--- src/rtl/alu_issue_ctrl_pkg.sv ---
// Shared types for the ALU issue controller.
// ALU_ISSUE_PERF_EN adds arith/shift issue counters to the top.
package alu_issue_pkg;

  typedef enum logic [1:0] {
    IDLE,
    ISSUE,
    WAIT,
    WB
  } state_t;

  localparam int SHIFT_W = 1;
  localparam int OPSEL_W = 3;
  localparam int OP_W    = 3;
  localparam int SHAMT_W = 5;
  localparam int FIXED_W = SHIFT_W + OPSEL_W + OP_W + SHAMT_W;

  localparam int SHIFT_OFS = 1;
  localparam int OPSEL_OFS = SHIFT_OFS + OPSEL_W;
  localparam int OP_OFS    = OPSEL_OFS + OP_W;

  // Register indices depend on NREGS, so they live beside this struct.
  typedef struct packed {
    logic         is_shift;
    logic [2:0]   opselect;
    logic [2:0]   operation;
    logic [4:0]   shamt;
  } alu_instr_t;

endpackage

--- src/rtl/alu_issue_ctrl_if.sv ---
// Instruction handshake between the host and the issue controller.
// Widths follow REG_AW.
interface alu_issue_ctrl_if #(
  parameter int REG_AW = 3
);
  import alu_issue_pkg::*;

  localparam int W = FIXED_W + 3 * REG_AW;

  logic         instr_valid;
  logic         instr_ready;
  logic [W-1:0] instr;

  modport master (
    output instr_valid,
    output instr,
    input  instr_ready
  );

  modport slave (
    input  instr_valid,
    input  instr,
    output instr_ready
  );

endinterface

--- src/rtl/alu_issue_rf.sv ---
// Register file: two operand read ports, one host read port,
// writeback and host writes with writeback winning on a clash.
module alu_issue_rf #(
  parameter int NREGS = 8,
  parameter int AW    = $clog2(NREGS)
) (
  input  logic          clock,
  input  logic          reset,
  input  logic [AW-1:0] raddr1,
  input  logic [AW-1:0] raddr2,
  output logic [31:0]   rdata1,
  output logic [31:0]   rdata2,
  input  logic [AW-1:0] host_raddr,
  output logic [31:0]   host_rdata,
  input  logic          wb_we,
  input  logic [AW-1:0] wb_addr,
  input  logic [31:0]   wb_data,
  input  logic          host_we,
  input  logic [AW-1:0] host_waddr,
  input  logic [31:0]   host_wdata
);

  logic [31:0] mem [NREGS];

  always_ff @(posedge clock) begin
    if (reset) begin
      for (int i = 0; i < NREGS; i++)
        mem[i] <= '0;
    end else begin
      for (int i = 0; i < NREGS; i++) begin
        if (wb_we && wb_addr == AW'(i))
          mem[i] <= wb_data;
        else if (host_we && host_waddr == AW'(i))
          mem[i] <= host_wdata;
      end
    end
  end

  assign rdata1     = mem[raddr1];
  assign rdata2     = mem[raddr2];
  assign host_rdata = mem[host_raddr];

endmodule

--- src/rtl/alu_issue_ctrl.sv ---
// Serial ALU issue controller: decode, issue, wait, write back.
// ALU_ISSUE_PERF_EN adds arith_count/shift_count outputs.
module alu_issue_ctrl
  import alu_issue_pkg::*;
#(
  parameter  int NREGS       = 8,
  parameter  int ALU_LATENCY = 1,
  localparam int REG_AW      = $clog2(NREGS)
) (
  input  logic              clock,
  input  logic              reset,
  alu_issue_ctrl_if.slave   ibus,
  input  logic              host_we,
  input  logic [REG_AW-1:0] host_waddr,
  input  logic [31:0]       host_wdata,
  input  logic [REG_AW-1:0] host_raddr,
  output logic [31:0]       host_rdata,
  output logic [31:0]       aluin1,
  output logic [31:0]       aluin2,
  output logic [2:0]        opselect,
  output logic [2:0]        operation,
  output logic [4:0]        shift_number,
  output logic              enable_arith,
  output logic              enable_shift,
  input  logic [31:0]       aluout,
  input  logic              carryout,
  output logic              wb_valid,
  output logic [REG_AW-1:0] wb_addr,
  output logic [31:0]       wb_data,
  output logic              carry_flag,
  output logic              busy
`ifdef ALU_ISSUE_PERF_EN
  ,
  output logic [31:0]       arith_count,
  output logic [31:0]       shift_count
`endif
);

  localparam int W  = FIXED_W + 3 * REG_AW;
  localparam int CW =
    (ALU_LATENCY > 1) ? $clog2(ALU_LATENCY) : 1;
  localparam int RD_HI  = W - 1 - OP_OFS;
  localparam int RS1_HI = RD_HI - REG_AW;
  localparam int RS2_HI = RS1_HI - REG_AW;

  state_t            state, state_nx;
  alu_instr_t        ins_q;
  logic [REG_AW-1:0] rd_q, rs1_q, rs2_q;
  logic [CW-1:0]     cnt;
  logic [31:0]       op1_q, op2_q;
  logic [31:0]       rd1, rd2;
  logic              accept;

  assign accept = ibus.instr_valid && ibus.instr_ready;

  always_ff @(posedge clock) begin
    if (reset) state <= IDLE;
    else       state <= state_nx;
  end

  always_comb begin
    state_nx         = state;
    ibus.instr_ready = 1'b0;
    enable_arith     = 1'b0;
    enable_shift     = 1'b0;
    wb_valid         = 1'b0;
    unique case (state)
      IDLE: begin
        ibus.instr_ready = !reset;
        if (ibus.instr_valid && !reset)
          state_nx = ISSUE;
      end
      ISSUE: begin
        enable_shift = ins_q.is_shift && !reset;
        enable_arith = !ins_q.is_shift && !reset;
        state_nx = (ALU_LATENCY == 1) ? WB : WAIT;
      end
      WAIT: begin
        if (cnt == CW'(1))
          state_nx = WB;
      end
      WB: begin
        wb_valid = !reset;
        state_nx = IDLE;
      end
      default: state_nx = IDLE;
    endcase
  end

  always_ff @(posedge clock) begin
    if (reset) begin
      ins_q      <= '0;
      rd_q       <= '0;
      rs1_q      <= '0;
      rs2_q      <= '0;
      cnt        <= '0;
      op1_q      <= '0;
      op2_q      <= '0;
      carry_flag <= 1'b0;
    end else begin
      if (accept) begin
        ins_q.is_shift  <= ibus.instr[W-SHIFT_OFS];
        ins_q.opselect  <= ibus.instr[W-1-SHIFT_OFS -: OPSEL_W];
        ins_q.operation <= ibus.instr[W-1-OPSEL_OFS -: OP_W];
        ins_q.shamt     <= ibus.instr[SHAMT_W-1:0];
        rd_q            <= ibus.instr[RD_HI -: REG_AW];
        rs1_q           <= ibus.instr[RS1_HI -: REG_AW];
        rs2_q           <= ibus.instr[RS2_HI -: REG_AW];
      end
      // Operands are captured so they stay stable through WAIT/WB.
      if (state == ISSUE) begin
        op1_q <= rd1;
        op2_q <= rd2;
        cnt   <= CW'(ALU_LATENCY - 1);
      end else if (state == WAIT) begin
        cnt <= cnt - 1'b1;
      end
      if (state == WB)
        carry_flag <= carryout;
    end
  end

  assign aluin1       = (state == ISSUE) ? rd1 : op1_q;
  assign aluin2       = (state == ISSUE) ? rd2 : op2_q;
  assign opselect     = ins_q.opselect;
  assign operation    = ins_q.operation;
  assign shift_number = ins_q.shamt;
  assign wb_addr      = wb_valid ? rd_q : '0;
  assign wb_data      = wb_valid ? aluout : '0;
  assign busy         = (state != IDLE);

  alu_issue_rf #(
    .NREGS (NREGS),
    .AW    (REG_AW)
  ) u_rf (
    .clock      (clock),
    .reset      (reset),
    .raddr1     (rs1_q),
    .raddr2     (rs2_q),
    .rdata1     (rd1),
    .rdata2     (rd2),
    .host_raddr (host_raddr),
    .host_rdata (host_rdata),
    .wb_we      (wb_valid),
    .wb_addr    (rd_q),
    .wb_data    (aluout),
    .host_we    (host_we),
    .host_waddr (host_waddr),
    .host_wdata (host_wdata)
  );

`ifdef ALU_ISSUE_PERF_EN
  always_ff @(posedge clock) begin
    if (reset) begin
      arith_count <= '0;
      shift_count <= '0;
    end else begin
      if (enable_arith) arith_count <= arith_count + 1'b1;
      if (enable_shift) shift_count <= shift_count + 1'b1;
    end
  end
`endif

endmodule
--- src/flat_wrapper.sv ---
// flat-port wrapper written by rule: the top's interface ports become plain ports
module alu_issue_ctrl_flat import alu_issue_pkg::*;
#(
  parameter  int NREGS       = 8,
  parameter  int ALU_LATENCY = 1,
  localparam int REG_AW      = $clog2(NREGS)
)
  (clock, reset, host_we, host_waddr, host_wdata, host_raddr, host_rdata, aluin1, aluin2, opselect, operation, shift_number, enable_arith, enable_shift, aluout, carryout, wb_valid, wb_addr, wb_data, carry_flag, busy, ibus_instr_valid, ibus_instr, ibus_instr_ready);
  alu_issue_ctrl_if ibus_i ();
  input  logic clock;
  input  logic reset;
  input  logic host_we;
  input  logic [REG_AW-1:0] host_waddr;
  input  logic [31:0] host_wdata;
  input  logic [REG_AW-1:0] host_raddr;
  output logic [31:0] host_rdata;
  output logic [31:0] aluin1;
  output logic [31:0] aluin2;
  output logic [2:0] opselect;
  output logic [2:0] operation;
  output logic [4:0] shift_number;
  output logic enable_arith;
  output logic enable_shift;
  input  logic [31:0] aluout;
  input  logic carryout;
  output logic wb_valid;
  output logic [REG_AW-1:0] wb_addr;
  output logic [31:0] wb_data;
  output logic carry_flag;
  output logic busy;
  input wire logic [$bits(ibus_i.instr_valid)-1:0] ibus_instr_valid;
  input wire logic [$bits(ibus_i.instr)-1:0] ibus_instr;
  output wire logic [$bits(ibus_i.instr_ready)-1:0] ibus_instr_ready;
  assign ibus_i.instr_valid = ibus_instr_valid;
  assign ibus_i.instr = ibus_instr;
  assign ibus_instr_ready = ibus_i.instr_ready;
  alu_issue_ctrl #(.NREGS(NREGS), .ALU_LATENCY(ALU_LATENCY)) u_core (.clock(clock), .reset(reset), .ibus(ibus_i), .host_we(host_we), .host_waddr(host_waddr), .host_wdata(host_wdata), .host_raddr(host_raddr), .host_rdata(host_rdata), .aluin1(aluin1), .aluin2(aluin2), .opselect(opselect), .operation(operation), .shift_number(shift_number), .enable_arith(enable_arith), .enable_shift(enable_shift), .aluout(aluout), .carryout(carryout), .wb_valid(wb_valid), .wb_addr(wb_addr), .wb_data(wb_data), .carry_flag(carry_flag), .busy(busy));
endmodule
--- config.mk ---
export PLATFORM = sky130hd
export DESIGN_NAME = alu_issue_ctrl_flat
export DESIGN_NICKNAME = d
export VERILOG_FILES = /design/src/rtl/alu_issue_ctrl_pkg.sv /design/src/rtl/alu_issue_ctrl_if.sv /design/src/rtl/alu_issue_rf.sv /design/src/rtl/alu_issue_ctrl.sv /design/src/flat_wrapper.sv
export SDC_FILE = /design/constraint.sdc
export NUM_CORES = 1
export LEC_CHECK = 0
export BUFFER_PORTS_ARGS = -buffer_cell sky130_fd_sc_hd__buf_2
export CORE_ASPECT_RATIO = 0.9
export CORE_MARGIN = 2
export CORE_UTILIZATION = 40
export CTS_BUF_LIST = sky130_fd_sc_hd__clkbuf_4
export DETAILED_ROUTE_END_ITERATION = 7
export PLACE_DENSITY = 0.63
export REMOVE_ABC_BUFFERS = 1
export SLEW_MARGIN = 20
export SYNTH_ARGS = -nofsm -noshare
export SYNTH_HDL_FRONTEND = slang
export SYNTH_HIERARCHICAL = 1
export SYNTH_SLANG_ARGS = --single-unit
--- constraint.sdc ---
create_clock -name clock -period 4.4 [get_ports clock]
set_input_delay 0 -clock clock [delete_from_list [all_inputs] [get_ports clock]]
set_output_delay 0 -clock clock [all_outputs]
set_load 0.03 [all_outputs]
==> key figures, run 1 <==
Worst setup path
  – Crit path arrival time: 3580 ps
  – Worst Path Buf+Inv: 2
  – Startpoint types: flop
  – Classification of the worst setup path: flop to primary output
  – Slowest-stage cell, CP: dfxtp_4
  – Worst path top cell family by delay: multiplexers
  – CP Data Required Time: 4400 ps
  – CP Cell Sequence: buf_4 > mux4_1 > mux2_2 > mux2_4 > buf_2
  – Critical path peak fanout: 40
  – CP endpoint kind: primary output
  – Critical Path Max Stage Delay: 950 ps

Die
  – Die width: 248 um
  – Row count: 80
  – Die Y: 223 um
  – Ports: 244
  – Die ar.: 0.0554 mm2
  – CORE AREA: 0.0530 mm2
  – Starting density of the core: 40.4%

Timing
  – Fmax: 0.280 GHz
  – Fin crit period: 3580 ps
  – RSZ-0062 raised after global routing: false
  – Worst-Margin Slew: 1160 ps
  – Setup_tns: 0 ps
  – Hold Fails Final Rpt: 0
  – Tcrit/Tclk final: 81.3%
  – Worst slew margin: 22.1%
  – Setup Skew: 34.1 ps
  – Final setup violation count: 0
  – Min Hold Slack: 123 ps
  – Max-slew violation count: 0

Run
  – Max-cap violations: 0

Worst hold path
  – Hold WC Path Type: input port to flop

CTS
  – H-tree depth reported by CTS: 3
  – CTS Buf Count: 98
  – Clock Tree Buf Depth: 3
  – CTS sink cnt: 345
  – Resized Gates After CTS: 0
  – CTS tree: built
  – Root buf cell: clkbuf_4
  – Clock transition at path regs: 60 ps
  – Clock latency on the worst-skew pair: 840 ps

Global routing
  – Grt total ovfl: 0
  – First-pass GRT wire length: 105 mm
  – GRT Resource Usage Total: 25.3%
  – Vias in the first global route: 17000
  – Initial antenna violation count: 5
  – Largest net degree at the start of global routing: 66

Yosys
  – Top cell type's share of synthesized area: 35.9%
  – Synth Warn #: 6
  – Mean Syn Cell Area: 13.1 um2
  – Flops & latches, synth: 345
  – EDFF count, synth: 256
  – Post-Synthesis Cells: 1628
  – Async set-or-reset flop fraction in the synthesized netlist: 0%
  – Most common cell in the netlist: edfxtp_1
  – Area leader, netlist: edfxtp_1
  – Top FF cell, synth: edfxtp_1
  – Synth top area cells: edfxtp_1, mux4_1, mux4_2
  – Post-synth cell types: 41
  – Mapped Area: 0.0214 mm2
  – Commonest cells post-synth: edfxtp_1, nand2_1, o22ai_1
  – Seq/Total Area, Yosys: 44.3%

Power
  – Peak VDD IR: 0.220 mV
  – Leak Pwr: 10.4 nW
  – Pwr Density: 423 mW/mm2

Run status
  – Status: complete, no violations

Drt
  – Total wire length: 70.8 mm
  – DRC: 0
  – Iter 0 DRT Violations: 1742
  – Via count: 16700
  – Via-to-Cell Ratio: 6.02
  – DR pass1 iterations: 5
  – Final ANT Viol Nets: 0
  – DR WL/cell: 25.6 um

Cells and area
  – Synthesis-to-finish area growth: 21.9%
  – # fillers: 4564
  – Fin nets: 2088
  – Layout cell share with drive strength beyond 1: 35.0%

Placement
  – GP Congestion: 0.801
  – Hpwl dp: 39.9 mm
  – PortBufs: 243
## area by class of cell
cell class / instances / area (um2) / share of cell area [%]
clock inverter: 23 / 87.6 / 0.336
timing repair buffer: 490 / 3610 / 13.9
antenna: 3 / 7.51 / 0.0288
multi-input combinational: 1049 / 10800 / 41.5
tap: 697 / 872 / 3.34
inverter: 4 / 15.0 / 0.0576
sequential: 345 / 9490 / 36.4
clock buffer: 158 / 1190 / 4.55
## worst reg2reg max path, delay by kind of cell, from the launching register on
kind | cells | cell delay (ps)
flip-flops | 1 | 350
AO/OA/AOI/OAI | 1 | 170
adder cells (fa/ha/maj) | 1 | 270
AND/OR/NAND/NOR | 3 | 1060
buffers and inverters | 2 | 1140
## registers in the layout, indices dropped and copies added, names as in the netlist
register	count
u_core/rs1_q	3
u_core/op2_q	32
u_core/opselect	3
u_core/rs2_q	3
u_core/operation	3
u_core/shift_number	5
u_core/rd_q	3
u_core/op1_q	32
u_core/cnt	1
u_core/carry_flag	1
u_core/state	2
u_core/u_rf/mem	256
u_core/ins_q	1
## power by group
part / leakage, nW / switching [mW] / internal, mW
combinational: 6.33 / 1.99 / 1.74
clock: 0.768 / 1.43 / 1.61
sequential: 3.30 / 0.394 / 3.87
total: 10.4 / 3.82 / 7.23
## cell families (layout without fill, tap and decap cells)
| group | count (synthesis) | in the layout | share of synthesized area (%) |
|---|---|---|---|
| and+or+nand+nor | 410 | 410 | 9.78 |
| adders and majority gates | 4 | 4 | 0.234 |
| xor gates and xnor gates | 1 | 1 | 0.0409 |
| other | 0 | 3 | 0 |
| muxes | 355 | 355 | 31.1 |
| DFF | 345 | 345 | 44.3 |
| buffers and inverters | 234 | 675 | 5.67 |
| AOI/OAI and AO/OA | 279 | 279 | 8.94 |
## path summary, 6_finish.rpt
path                           startpoint                              endpoint  slack (ps)  depth (start not counted)
max          u_core/rs1_q[1]$_SDFFE_PP0P_                            aluin1[20]         820                          5
min                        host_wdata[17]  u_core/u_rf/mem[7][17]$_SDFFCE_PP0P_         120                          3
max reg2reg  u_core/state[0]$_SDFFE_PP0P_   u_core/u_rf/mem[6][4]$_SDFFCE_PP0P_        1120                          7
min reg2reg       u_core/cnt$_SDFFE_PP0N_               u_core/cnt$_SDFFE_PP0N_         550                          2
## cell usage in the layout (no fill, tap or decap), drive strengths merged, types with 2 or more instances in the layout
| master | netlist | final |
|---|---|---|
| mux4 | 192 | 192 |
| dfxtp | 89 | 89 |
| nand2 | 221 | 221 |
| o2bb2ai | 64 | 64 |
| nand2b | 55 | 55 |
| nand3b | 6 | 6 |
| dlygate4sd3 | 0 | 204 |
| o22ai | 192 | 192 |
| o21ai | 22 | 22 |
| clkinv | 0 | 22 |
| ha | 4 | 4 |
| and2 | 35 | 35 |
| nor2b | 66 | 66 |
| nand4b | 2 | 2 |
| inv | 4 | 5 |
| nor2 | 6 | 6 |
| edfxtp | 256 | 256 |
| mux2 | 161 | 161 |
| and3b | 3 | 3 |
| clkbuf | 104 | 158 |
| nor3b | 4 | 4 |
| diode | 0 | 3 |
| nand4bb | 3 | 3 |
| mux2i | 2 | 2 |
| buf | 126 | 286 |
| nor3 | 2 | 2 |
## routing by layer
metal  vias up  global-route usage (%)  share of wire [%]
li1       7185                       -                  -
met2      1048                    41.2                 48
met5         -                       0              0.016
met1      8283                    32.9                 39
met3       155                    5.50                 10
met4         2                    9.70                3.1
## timing repair
| action | in CTS | in global routing |
|---|---|---|
| endpoints found under the hold margin | 428 | 0 |
| hold buffers | 204 | 0 |
| buffers inserted | 0 | 0 |
## stage by stage
step | worst slack, ps | instance area, um2 | util [%] | total power, mW | std cells
final | 823 | 26100 | 49.3 | 11.0 | 2769
after CTS | 748 | 26100 | 49.3 | 11.1 | 2766
after detailed placement | 1300 | 22800 | 43.0 | 7.85 | 2381
after floorplan | -325 | 20200 | - | 6.73 | 1398
after global routing | 710 | 26100 | 49.3 | 11.5 | 2769
after global placement | 1320 | 22800 | 43.0 | 7.78 | 2381
Note: power is estimated with default switching activity, not from simulation.
==> run 2, diff against run 1 <==
--- a/config.mk
+++ b/config.mk
@@ -5,6 +5,7 @@
 export SDC_FILE = /design/constraint.sdc
 export NUM_CORES = 1
 export LEC_CHECK = 0
+export ABC_AREA = 1
 export BUFFER_PORTS_ARGS = -buffer_cell sky130_fd_sc_hd__buf_2
 export CORE_ASPECT_RATIO = 0.9
 export CORE_MARGIN = 2
==> constraint.sdc (replaced) <==
create_clock -name clock -period 3.5 [get_ports clock]
set_input_delay 0 -clock clock [delete_from_list [all_inputs] [get_ports clock]]
set_output_delay 0 -clock clock [all_outputs]
set_load 0.03 [all_outputs]
==> run 2 against run 1 <==
Against the previous run: routed wire length up 38%; critical endpoint is now u_core/u_rf/mem[5][5]$_DFFE_PP_; final area rose by 11%; clock-buffer cell count is 6 lower; total power is 31% higher; highest routed layer is now met4; register-to-register slack worse by 860 ps; critical path type is now flop to flop; via count grew 60%; clock power is 31% higher.
==> key figures, run 2 <==
Run status
  – Status: complete, no violations

Yosys
  – Commonest cells post-synth: nand2_1, nand3_1, inv_1
  – Area leader, netlist: edfxtp_1
  – Most common cell in the netlist: nand2_1
  – Synth Warn #: 6 (unchanged)
  – Async set-or-reset flop fraction in the synthesized netlist: 0% (unchanged)
  – Flops & latches, synth: 345 (unchanged)
  – Post-synth cell types: 32 (-22%)
  – Seq/Total Area, Yosys: 38.9% (-5.4 points)
  – Mapped Area: 0.0243 mm2 (+14%)
  – Top cell type's share of synthesized area: 31.6% (-4.4 points)
  – Mean Syn Cell Area: 6.37 um2 (-52%)
  – EDFF count, synth: 256 (unchanged)
  – Synth top area cells: edfxtp_1, nand2_1, nand3_1
  – Top FF cell, synth: edfxtp_1
  – Post-Synthesis Cells: 3824 (+130%)

Cells and area
  – Biggest regs: u_core/u_rf/mem: 256 flops, u_core/op1_q: 32 flops, u_core/op2_q: 32 flops
  – Max FFs per register: 256 (unchanged)
  – Synthesis-to-finish area growth: 18.6%
  – Most common cell after layout, fill and taps aside: nand2_1
  – Fin nets: 4200 (+100%)
  – Final design instance area without fill: 0.0289 mm2 (+11%)
  – Most flops, register: u_core/u_rf/mem
  – Layout cell share with drive strength beyond 1: 13.2% (-22 points)
  – Most frequent cells in the layout: nand2_1, nand3_1, inv_1

Global routing
  – Initial antenna violation count: 4 (-1)
  – Grt total ovfl: 0 (unchanged)
  – Met3 usage: 6.45% (+0.95 points)
  – First-pass GRT wire length: 150 mm (+43%)
  – Vias in the first global route: 25200 (+48%)
  – Met1 Use GR: 41.3% (+8.4 points)
  – GRT Resource Usage Total: 30.6% (+5.3 points)
  – GR peak layer: met2
  – Largest net degree at the start of global routing: 130 (+97%)
  – Met2 Use GR: 47.2% (+6.0 points)

CTS
  – Clock Tree Buf Depth: 3 (unchanged)
  – CTS sink cnt: 345 (unchanged)
  – Hold buffer count at CTS: 204 (unchanged)
  – Setup bufs post-CTS: 0 (unchanged)
  – CTS Buf Count: 97 (-1.0%)
  – Root buf cell: clkbuf_4
  – CTS tree: built
  – H-tree depth reported by CTS: 3 (unchanged)
  – Clock transition at path regs: 80 ps (+20 ps)
  – Clock latency on the worst-skew pair: 890 ps (+50 ps)
  – Resized Gates After CTS: 0 (unchanged)

Die
  – CORE AREA: 0.0600 mm2 (+13%)
  – Die Y: 238 um (+6.6%)
  – Die ar.: 0.0629 mm2 (+14%)
  – Starting density of the core: 40.6% (+0.18 points)
  – Ports: 244 (unchanged)
  – Die width: 264 um (+6.6%)
  – Row count: 85 (+6.3%)

Drt
  – Via-to-Cell Ratio: 5.38 (-11%)
  – Via count: 26700 (+60%)
  – DR WL/cell: 19.7 um (-23%)
  – DRC: 0 (unchanged)
  – Total wire length: 97.9 mm (+38%)
  – Final ANT Viol Nets: 0 (unchanged)
  – DR pass1 iterations: 7 (+2)
  – Iter 0 DRT Violations: 3345 (+92%)

Timing
  – Worst-Margin Slew: 1190 ps (+28.8 ps)
  – Tcrit/Tclk final: 92.6%
  – Final worst setup slack: 258 ps (-565 ps)
  – Final setup violation count: 0 (unchanged)
  – Worst slew margin: 20.4% (-1.7 points)
  – Hold Fails Final Rpt: 0 (unchanged)
  – Fin crit period: 3240 ps
  – Fmax: 0.308 GHz
  – Max-slew violation count: 0 (unchanged)
  – Min Hold Slack: 94.1 ps (-28.7 ps)
  – RSZ-0062 raised after global routing: false
  – Setup Skew: 66.5 ps (+32.5 ps)

Placement
  – Hpwl dp: 58.3 mm (+46%)
  – GP Congestion: 0.859 (+7.3%)
  – PortBufs: 243 (unchanged)
  – Placed cell area: 0.0255 mm2 (+12%)
  – Dpl ws: 741 ps (-561 ps)

Worst setup path
  – Startpoint types: flop
  – Critical path peak fanout: 22 (-45%)
  – Crit path arrival time: 3990 ps (+410 ps)
  – Worst reg2reg path endpoint: u_core/u_rf/mem[5][5]$_DFFE_PP_
  – Worst reg2reg path depth: 11 (+4)
  – CP Data Required Time: 4240 ps (-160 ps)
  – Flop2flop setup slack: 260 ps (-860 ps)
  – Classification of the worst setup path: flop to flop
  – Reg2reg start: u_core/state[1]$_SDFFE_PP0P_
  – CP endpoint kind: flop

Power
  – Tot Pwr: 14.4 mW (+31%)
  – Leak Pwr: 15.4 nW (+48%)
  – Pwr Density: 501 mW/mm2 (+18%)
  – Peak VDD IR: 0.320 mV (+46%)

Worst hold path
  – Hold Path Sink: u_core/u_rf/mem[1][1]$_SDFFCE_PN0P_
  – Hold Path Stages: 4 (+1)
  – Worst Hold Launch: aluout[1]
  – Hold WC Path Type: input port to flop

Run
  – Max-cap violations: 0 (unchanged)
==> run 2: cell types whose count changed in the layout (fill, tap and decap cells not counted), moves of 40 or more <==
cell,delta
mux4_2,-88
nor2_1,+40
nor2b_1,-66
nand4_1,+64
mux2_2,-134
nand2b_1,-55
inv_1,+297
o2bb2ai_1,-64
mux4_1,-104
nand2_1,+1762
nand3_1,+600
a21oi_1,+66
o22ai_1,-187
==> run 2: worst max-delay path by stage <==
stage | cells after the start | end | slack [ps] | from
detailed placement | 8 | u_core/u_rf/mem[6][25]$_SDFFCE_PP0P_ | 740 | u_core/state[0]$_SDFFE_PP0P_
floorplan | 8 | aluin1[30] | -2210 | u_core/rs1_q[0]$_SDFFE_PP0P_
CTS | 11 | u_core/u_rf/mem[1][6]$_SDFFCE_PN0P_ | 370 | u_core/state[0]$_SDFFE_PP0P_
finish | 11 | u_core/u_rf/mem[5][5]$_DFFE_PP_ | 260 | u_core/state[1]$_SDFFE_PP0P_
global route | 11 | u_core/u_rf/mem[1][7]$_SDFFCE_PN0P_ | 40 | u_core/state[1]$_SDFFE_PP0P_
global placement | 8 | u_core/u_rf/mem[6][5]$_SDFFCE_PP0P_ | 760 | u_core/state[0]$_SDFFE_PP0P_
==> run 2: layer usage <==
metal | vias to the layer above | wire length, um
li1 | 12600 | -
met1 | 12200 | 40100
met2 | 1632 | 42900
met3 | 264 | 10900
met4 | 0 | 3990
met5 | - | 0
==> run 2: area by class of cell <==
| cell class | count | area (um2) |
|---|---|---|
| fill | 6151 | 31100 |
| multi-input combinational | 2829 | 12000 |
| tap | 783 | 980 |
| clock buffer | 152 | 1140 |
| sequential | 345 | 9480 |
| clock inverter | 26 | 138 |
| timing repair buffer | 511 | 3870 |
| inverter | 316 | 1200 |
| antenna | 7 | 17.5 |
==> run 2: power breakdown <==
part           switching [mW]  internal (mW)  leakage [nW]
sequential              0.194           4.82          3.36
combinational            3.91           1.53          11.2
clock                    1.95           2.04         0.767
total                    6.05           8.40          15.4
==> run 2: logic make-up (layout without fill, tap and decap cells) <==
| logic type | Yosys count | count (layout) | share of synthesized area, % |
|---|---|---|---|
| AOI/OAI and AO/OA | 93 | 93 | 2.26 |
| xor gates and xnor gates | 1 | 1 | 0.0360 |
| adders and majority gates | 4 | 4 | 0.206 |
| buffers and inverters | 650 | 1005 | 11.8 |
| DFF | 345 | 345 | 38.9 |
| other | 0 | 7 | 0 |
| and+or+nand+nor | 2731 | 2731 | 46.8 |
==> run 2: through the flow <==
stage	setup TNS [ps]	instances	utilization [%]
finish	0	4969	48.1
global route	0	4969	48.1
CTS	0	4962	48.1
detailed placement	0	4580	42.6
global placement	0	4580	42.6
floorplan	-279660	3490	-
==> run 2: worst max-delay path: stages (launching register included) <==
cell           delay (ps)
dfxtp_1               410
ha_1                  230
inv_1                 120
nor2_2                280
nand2_1               140
inv_2                 110
nand2_2               280
nor2_4                420
buf_4                 400
nand2_1                90
nand2_1                80
dlygate4sd3_1         550
